==> config.mk <==
export PLATFORM = sky130hd
export DESIGN_NAME = enc4x2_arb_flat
export DESIGN_NICKNAME = d
export VERILOG_FILES = /design/src/rtl/enc4x2_arb_if.sv /design/src/rtl/enc4x2_arb.sv /design/src/flat_wrapper.sv
export SDC_FILE = /design/constraint.sdc
export NUM_CORES = 1
export LEC_CHECK = 0
export CAP_MARGIN = 20
export CORE_MARGIN = 3
export CORE_UTILIZATION = 64
export CTS_CLUSTER_SIZE = 40
export DETAILED_ROUTE_END_ITERATION = 10
export DONT_BUFFER_PORTS = 1
export PLACE_DENSITY = 0.8
export SYNTH_ARGS = -nofsm -noshare
export SYNTH_HDL_FRONTEND = slang
export SYNTH_SLANG_ARGS = --single-unit
==> constraint.sdc <==
create_clock -name clk -period 3 [get_ports clk]
set_input_delay 0.9 -clock clk [delete_from_list [all_inputs] [get_ports clk]]
set_output_delay 0.9 -clock clk [all_outputs]
set_load 0.01 [all_outputs]
==> src/rtl/enc4x2_arb_if.sv <==
// Request/select/acknowledge bundle between requesters, arbiter and consumer.
interface enc4x2_arb_if #(
    parameter int CNT_W = 8
);
    logic [3:0]       req_in;
    logic [1:0]       enc_out;
    logic             enc_valid;
    logic             enc_ready;
    logic [3:0]       ack_out;
    logic             dup_out;
    logic [CNT_W-1:0] grant_cnt;

    modport master (
        output req_in, enc_ready,
        input  enc_out, enc_valid, ack_out, dup_out, grant_cnt
    );

    modport slave (
        input  req_in, enc_ready,
        output enc_out, enc_valid, ack_out, dup_out, grant_cnt
    );
endinterface

==> src/rtl/enc4x2_arb.sv <==
// 4-to-2 request encoder/arbiter: pending requests are serialized onto a
// 2-bit select with a valid/ready handshake and a one-hot acknowledge.
module enc4x2_arb #(
    parameter int ROUND_ROBIN = 1,
    parameter int CNT_W       = 8
) (
    input logic         clk,
    input logic         reset,
    enc4x2_arb_if.slave bus
);
    typedef enum logic {IDLE, OFFER} state_t;

    state_t           state_q, state_n;
    logic [3:0]       pend_q, pend_n;
    logic [1:0]       ptr_q, ptr_n;
    logic [1:0]       enc_q, enc_n;
    logic             valid_q, valid_n;
    logic [3:0]       ack_q, ack_n;
    logic             dup_q, dup_n;
    logic [CNT_W-1:0] cnt_q, cnt_n;
    logic [3:0]       clr;
    logic [1:0]       sel;
    logic [1:0]       idx;
    logic             found;

    // Rotating search starts at ptr; fixed search starts at bit 3.
    always_comb begin
        sel   = 2'b00;
        idx   = 2'b00;
        found = 1'b0;
        if (ROUND_ROBIN != 0) begin
            for (int i = 0; i < 4; i++) begin
                idx = ptr_q + 2'(i);
                if (!found && pend_q[idx]) begin
                    sel   = idx;
                    found = 1'b1;
                end
            end
        end else begin
            for (int i = 3; i >= 0; i--) begin
                if (!found && pend_q[i]) begin
                    sel   = 2'(i);
                    found = 1'b1;
                end
            end
        end
    end

    always_comb begin
        state_n = state_q;
        enc_n   = enc_q;
        valid_n = valid_q;
        ptr_n   = ptr_q;
        cnt_n   = cnt_q;
        ack_n   = 4'b0000;
        clr     = 4'b0000;
        unique case (state_q)
            IDLE: begin
                if (|pend_q) begin
                    enc_n   = sel;
                    valid_n = 1'b1;
                    state_n = OFFER;
                end
            end
            OFFER: begin
                if (bus.enc_ready) begin
                    ack_n   = 4'b0001 << enc_q;
                    clr     = 4'b0001 << enc_q;
                    ptr_n   = enc_q + 2'd1;
                    cnt_n   = cnt_q + CNT_W'(1);
                    valid_n = 1'b0;
                    state_n = IDLE;
                end
            end
            default: state_n = IDLE;
        endcase
        // A request landing on the bit being cleared survives the clear.
        pend_n = (pend_q & ~clr) | bus.req_in;
        dup_n  = |(bus.req_in & pend_q & ~clr);
    end

    always_ff @(posedge clk) begin
        if (reset) begin
            state_q <= IDLE;
            pend_q  <= 4'b0000;
            ptr_q   <= 2'b00;
            enc_q   <= 2'b00;
            valid_q <= 1'b0;
            ack_q   <= 4'b0000;
            dup_q   <= 1'b0;
            cnt_q   <= '0;
        end else begin
            state_q <= state_n;
            pend_q  <= pend_n;
            ptr_q   <= ptr_n;
            enc_q   <= enc_n;
            valid_q <= valid_n;
            ack_q   <= ack_n;
            dup_q   <= dup_n;
            cnt_q   <= cnt_n;
        end
    end

    assign bus.enc_out   = enc_q;
    assign bus.enc_valid = valid_q;
    assign bus.ack_out   = ack_q;
    assign bus.dup_out   = dup_q;
    assign bus.grant_cnt = cnt_q;
endmodule

==> src/flat_wrapper.sv <==
// flat-port wrapper written by rule: the top's interface ports become plain ports
module enc4x2_arb_flat 
#(
    parameter int ROUND_ROBIN = 1,
    parameter int CNT_W       = 8
)
  (clk, reset, bus_req_in, bus_enc_ready, bus_enc_out, bus_enc_valid, bus_ack_out, bus_dup_out, bus_grant_cnt);
  enc4x2_arb_if #(.CNT_W(CNT_W)) bus_i ();
  input logic clk;
  input logic reset;
  input wire logic [$bits(bus_i.req_in)-1:0] bus_req_in;
  input wire logic [$bits(bus_i.enc_ready)-1:0] bus_enc_ready;
  output wire logic [$bits(bus_i.enc_out)-1:0] bus_enc_out;
  output wire logic [$bits(bus_i.enc_valid)-1:0] bus_enc_valid;
  output wire logic [$bits(bus_i.ack_out)-1:0] bus_ack_out;
  output wire logic [$bits(bus_i.dup_out)-1:0] bus_dup_out;
  output wire logic [$bits(bus_i.grant_cnt)-1:0] bus_grant_cnt;
  assign bus_i.req_in = bus_req_in;
  assign bus_i.enc_ready = bus_enc_ready;
  assign bus_enc_out = bus_i.enc_out;
  assign bus_enc_valid = bus_i.enc_valid;
  assign bus_ack_out = bus_i.ack_out;
  assign bus_dup_out = bus_i.dup_out;
  assign bus_grant_cnt = bus_i.grant_cnt;
  enc4x2_arb #(.ROUND_ROBIN(ROUND_ROBIN), .CNT_W(CNT_W)) u_core (.clk(clk), .reset(reset), .bus(bus_i));
endmodule
== Word level (Yosys, flattened, before mapping) ==
Cells that the tools add are included.

* Shifts and indexed selects: 1
* Equal/unequal tests: 2
* Magnitude comparators: 4
* Add/subtract/negate cells: 5
* Muxes and demuxes: 23
* Bitwise operators: 6
* Reductions and logical operators: 11

{| class="wikitable"
|+ Operators with widths
! operator !! count
|-
| 4-bit bitwise AND || 3
|-
| 2-bit by 3-bit less-than comparator with 1-bit output (second input constant) || 4
|-
| 1-bit 2-to-1 mux || 11
|-
| 8-bit by 1-bit adder with 8-bit output (second input constant) || 1
|-
| 1-bit binary-select mux with 2-bit select || 4
|-
| 2-bit 2-to-1 mux || 4
|-
| 4-bit 2-to-1 mux || 2
|-
| 4-bit OR reduction || 2
|-
| 2-bit AND reduction || 3
|-
| 2-bit by 1-bit adder with 2-bit output (second input constant) || 2
|-
| 2-bit adder (second input constant) || 2
|-
| 4-bit inverter || 1
|-
| 4-bit OR || 1
|-
| 1-bit case mux with 2 select lines || 2
|-
| 1-bit by 2-bit left shift with 4-bit output (first input constant) || 1
|-
| 1-bit logical AND || 3
|-
| 1-bit logical NOT || 3
|-
| 2-bit by 1-bit inequality test with 1-bit output (second input constant) || 1
|-
| 2-bit inequality test (second input constant) || 1
|-
| 1-bit inverter || 1
|}

* Bits in registers: 23
* Input bits: 7
* Output and inout bits: 16
* Logic and storage cells: 60

== Longest topological paths before layout ==
* Depth in word-level cells: 12
* Depth in mapped cells: 6
* Mapped depth without buffers: 5

== Least setup slack after synthesis ==
OpenSTA, ideal clock, no wires.

* Path kind: input-to-reg
* From: in bus_enc_ready
* To: reg u_core.cnt_q[2] (netlist: u_core.bus.grant_cnt[2])
* Buffers on the path: 2
* Cell stages on the path: 6
* Slack: 1332 ps
* Required time: 2875 ps
* Arrival time: 1543 ps
* Setup time: 125 ps
* Path through: and2_4 > buf_8 > buf_12 > nand2_2 > xor2_1 > nor2_2

* Cells in the longest elaborated chain, start to end: 1

{| class="wikitable"
|+ Ends and longest elaborated chain
! element !! RTL line !! text
|-
| start, declared || flat_wrapper.sv:12 || <nowiki>input wire logic [$bits(bus_i.enc_ready)-1:0] bus_enc_ready;</nowiki>
|-
| 2-bit AND reduction (no source line) || n/a ||
|-
| end signal, assigned || enc4x2_arb.sv:100 || <nowiki>cnt_q <= cnt_n;</nowiki>
|-
| end, declared || enc4x2_arb.sv:20 || <nowiki>logic [CNT_W-1:0] cnt_q, cnt_n;</nowiki>
|}

Every way passes these cells.
A chain may end at the register's enable or synchronous reset.

== Worst setup path in the final report ==
* From: reg u_core.enc_q[0] (netlist: u_core.bus.enc_out[0])
* To: out bus_enc_out[0]

{| class="wikitable"
|+ RTL lines
! element !! RTL line !! text
|-
| start, declared || enc4x2_arb.sv:16 || <nowiki>logic [1:0] enc_q, enc_n;</nowiki>
|-
| start signal, assigned || enc4x2_arb.sv:96 || <nowiki>enc_q <= enc_n;</nowiki>
|-
| end, declared || flat_wrapper.sv:13 || <nowiki>output wire logic [$bits(bus_i.enc_out)-1:0] bus_enc_out;</nowiki>
|}

No word-level cell between the ends.

==> impl_metrics.tcl <==
set metrics [dict create \
    cts_setup_buffers 0 \
    clock_latency_ns 0.30 \
    cts_buffer_depth 2 \
    postSynthAreaPerCell_um2 9.442 \
    yosys.area.top_type_share 0.4515 \
    cts_root_buf "clkbuf_4" \
    worstReg2RegEnd "u_core.bus.dup_out" \
    dp_hpwl_um 1322 \
    first_pass_iters 4 \
    fin_worst_skew_ns 0.01258 \
    grt_pass1_wl_um 2953 \
    nets 121 \
    drt-total-wl_um 1746 \
    period_share 0.5667 \
    hold_buffers 0 \
    routabilityCongestion 0.7551 \
    ys.flop_type "dfxtp_1" \
    first_iter_violations 8 \
    cellLeakagePower_nw 0.3884 \
    drc 0 \
    wl_met2_um 848 \
    switchingPower_mw 0.1354 \
    cts_tree "built" \
    crit_required_ns 2.10 \
    grtUsageTotal 0.1877 \
    max_freq_ghz 0.5882 \
    ys_warn_count 0 \
    die_h_um 45.92 \
    maxCapViolations 0 \
    ios 23 \
    tightest_slew_ns 0.2913 \
    worstRegToRegCells 5 \
    async_flop_share 0 \
    internal-power_mw 0.3946 \
    synth.distinct_cells 31 \
    cts_sinks 23 \
    via_count 728 \
    wl_per_cell_um 14.20 \
    die_area_mm2 0.002108 \
    area_growth_pct 0.3679 \
    switching_share 0.2555 \
    start_util 0.7290 \
    htreeDepth 1 \
    r2r_slack_ns 1.64 \
    die_w_um 45.92 \
    hold_violations 0 \
    io_buffers 0 \
    cp.depth 0 \
    highest_layer "met3" \
    power_density_mw_per_mm2 517.9 \
    syn_inst 108 \
    fin_crit_ns 1.700 \
    setup.worst_path.end "bus_enc_out[0]" \
    cts_buffers 3 \
    synth_seq_area_share 0.4515 \
    grt_pass1_vias 660 \
    synth_nets 120 \
    yosys.area.top_type "dfxtp_1" \
    setup_tns_ns 0 \
    avgViaCountPerCell 5.919 \
    finalSetupViolations 0 \
    rows 13 \
    core_mm2 0.001399 \
    vdd_drop_max_uv 257.3 \
    grt_setup_unrepaired "no" \
    crit_fanout 5 \
    timing.slew.headroom 0.8055 \
    reg2reg_from "u_core.bus.enc_out[0]" \
    clkPwrFrac 0.253 \
    drive_gt1_frac 0.1019 \
    crit_type "register to primary output" \
    status "finished clean" \
    grt_overflow 0 \
    met3_length_um 85 \
    worstPathArrival_ns 0.80 \
    critical_path.startpoint "u_core.bus.enc_out[0]" \
    startpoint_type "register" \
    synth_area_leaders "dfxtp_1 (45%), ha_1 (6.1%), nor2_1 (5.5%), xor2_1 (5.2%), a21oi_1 (3.4%)" \
    fin_hold_ws_ns 0.5306 \
    worstSetupEndpointType "primary output" \
    path_clk_slew_ns 0.12 \
    seqPwrFrac 0.649 \
    post_cts_resized 0 \
    antenna_found_initial 0 \
    drt-met1-wl_um 812 \
    grt_max_degree 25 \
    min_path_type "register to register" \
    ys_seq_elements 23 \
    drt.antenna.violating_nets 0 \
    slew_violations 0 \
    synth_edf_count 0 \
    syn_area_mm2 0.001020 \
    diodes 0 \
    combPwrFrac 0.098 \
]
power by group through the flow:
stage / combinational (mW) / sequential [mW] / clock, mW
2_1_floorplan: 0.0527 / 0.346 / 0
3_3_place_gp: 0.0500 / 0.350 / 0
3_5_place_dp: 0.0515 / 0.351 / 0
4_1_cts: 0.0519 / 0.344 / 0.139
5_1_grt: 0.0596 / 0.347 / 0.156
6_report: 0.0519 / 0.344 / 0.134
worst reg2reg max path, cell delays in order, from the launching register on:
cell and delay, ns:
dfxtp_1 0.50, inv_1 0.14, ha_1 0.25, nand2_1 0.11, nand3_1 0.10, a41oi_2 0.20
synthesized netlist by cell type, drive strengths merged (2+ instances only):
library cell and n:
clkbuf 2, ha 5, xor2 6, dfxtp 23, nand3 4, a211oi 2
inv 5, nand4 4, a21oi 7, buf 2, nand2 11, o221ai 2
nor3b 4, o21ai 2, and3 2, nor2 16
area by class of cell:
type,count,area (µm²)
fill,111,375.4
inverter,5,18.77
multi-input combinational,76,498.0
clock inverter,1,5.005
clock buffer,3,22.52
tap,15,18.77
sequential,23,460.4
cells in the final DEF (no fill, tap or decap), types with 2 or more instances in the layout:
| cell type | count |
|---|---|
| a21oi_1 | 7 |
| inv_1 | 5 |
| nor2_1 | 15 |
| dfxtp_1 | 23 |
| and3_1 | 2 |
| ha_1 | 5 |
| nand3_1 | 4 |
| xor2_1 | 6 |
| o21ai_0 | 2 |
| o221ai_1 | 2 |
| nand4_1 | 4 |
| clkbuf_4 | 3 |
| nand2_1 | 9 |
| nor3b_1 | 4 |
| nand2_2 | 2 |
worst min path at each step:
stage,startpoint,endpoint,slack [ns],cells after the start
3_3_place_gp,u_core.state_q,u_core.state_q,0.49,2
4_1_cts,u_core.ptr_q[1],u_core.ptr_q[1],0.52,2
5_1_grt,u_core.ptr_q[1],u_core.ptr_q[1],0.55,2
3_5_place_dp,u_core.ptr_q[1],u_core.ptr_q[1],0.50,2
2_1_floorplan,u_core.ptr_q[1],u_core.ptr_q[1],0.48,2
6_report,u_core.ptr_q[1],u_core.ptr_q[1],0.53,2
sequential cells by signal (all words and copies together) (netlist names):
name	cells
u_core.bus.ack_out	4
u_core.bus.dup_out	1
u_core.bus.enc_out	2
u_core.bus.enc_valid	1
u_core.bus.grant_cnt	8
u_core.pend_q	4
u_core.ptr_q	2
u_core.state_q	1
cells by family after synthesis:
kind of cell    after synthesis  synth area share
flops                        23            0.4515
simple gates                 45            0.2331
buf+inv                       9           0.06012
fa+ha+maj                     5           0.06135
compound gates               19            0.1338
xor+xnor                      7           0.06012
per-layer routing:
| layer | track usage | vias up |
|---|---|---|
| li1 | - | 372 |
| met3 | 0.05138 | 0 |
| met1 | 0.2411 | 341 |
| met5 | 0 | - |
| met2 | 0.3049 | 15 |
| met4 | 0.05114 | 0 |
through the flow:
step / utilization / setup WS (ns) / std cells / instance area (µm²) / power (mW)
5_1_grt: 0.7317 / 1.241 / 123 / 1023 / 0.5628
4_1_cts: 0.7317 / 1.291 / 123 / 1023 / 0.5350
3_3_place_gp: 0.7120 / 1.396 / 119 / 996.0 / 0.4002
3_5_place_dp: 0.7120 / 1.370 / 119 / 996.0 / 0.4027
6_report: 0.7317 / 1.300 / 123 / 1023 / 0.5300
2_1_floorplan: - / 1.332 / 108 / 1020 / 0.3986
No activity file was read; power rests on OpenSTA's default activity.
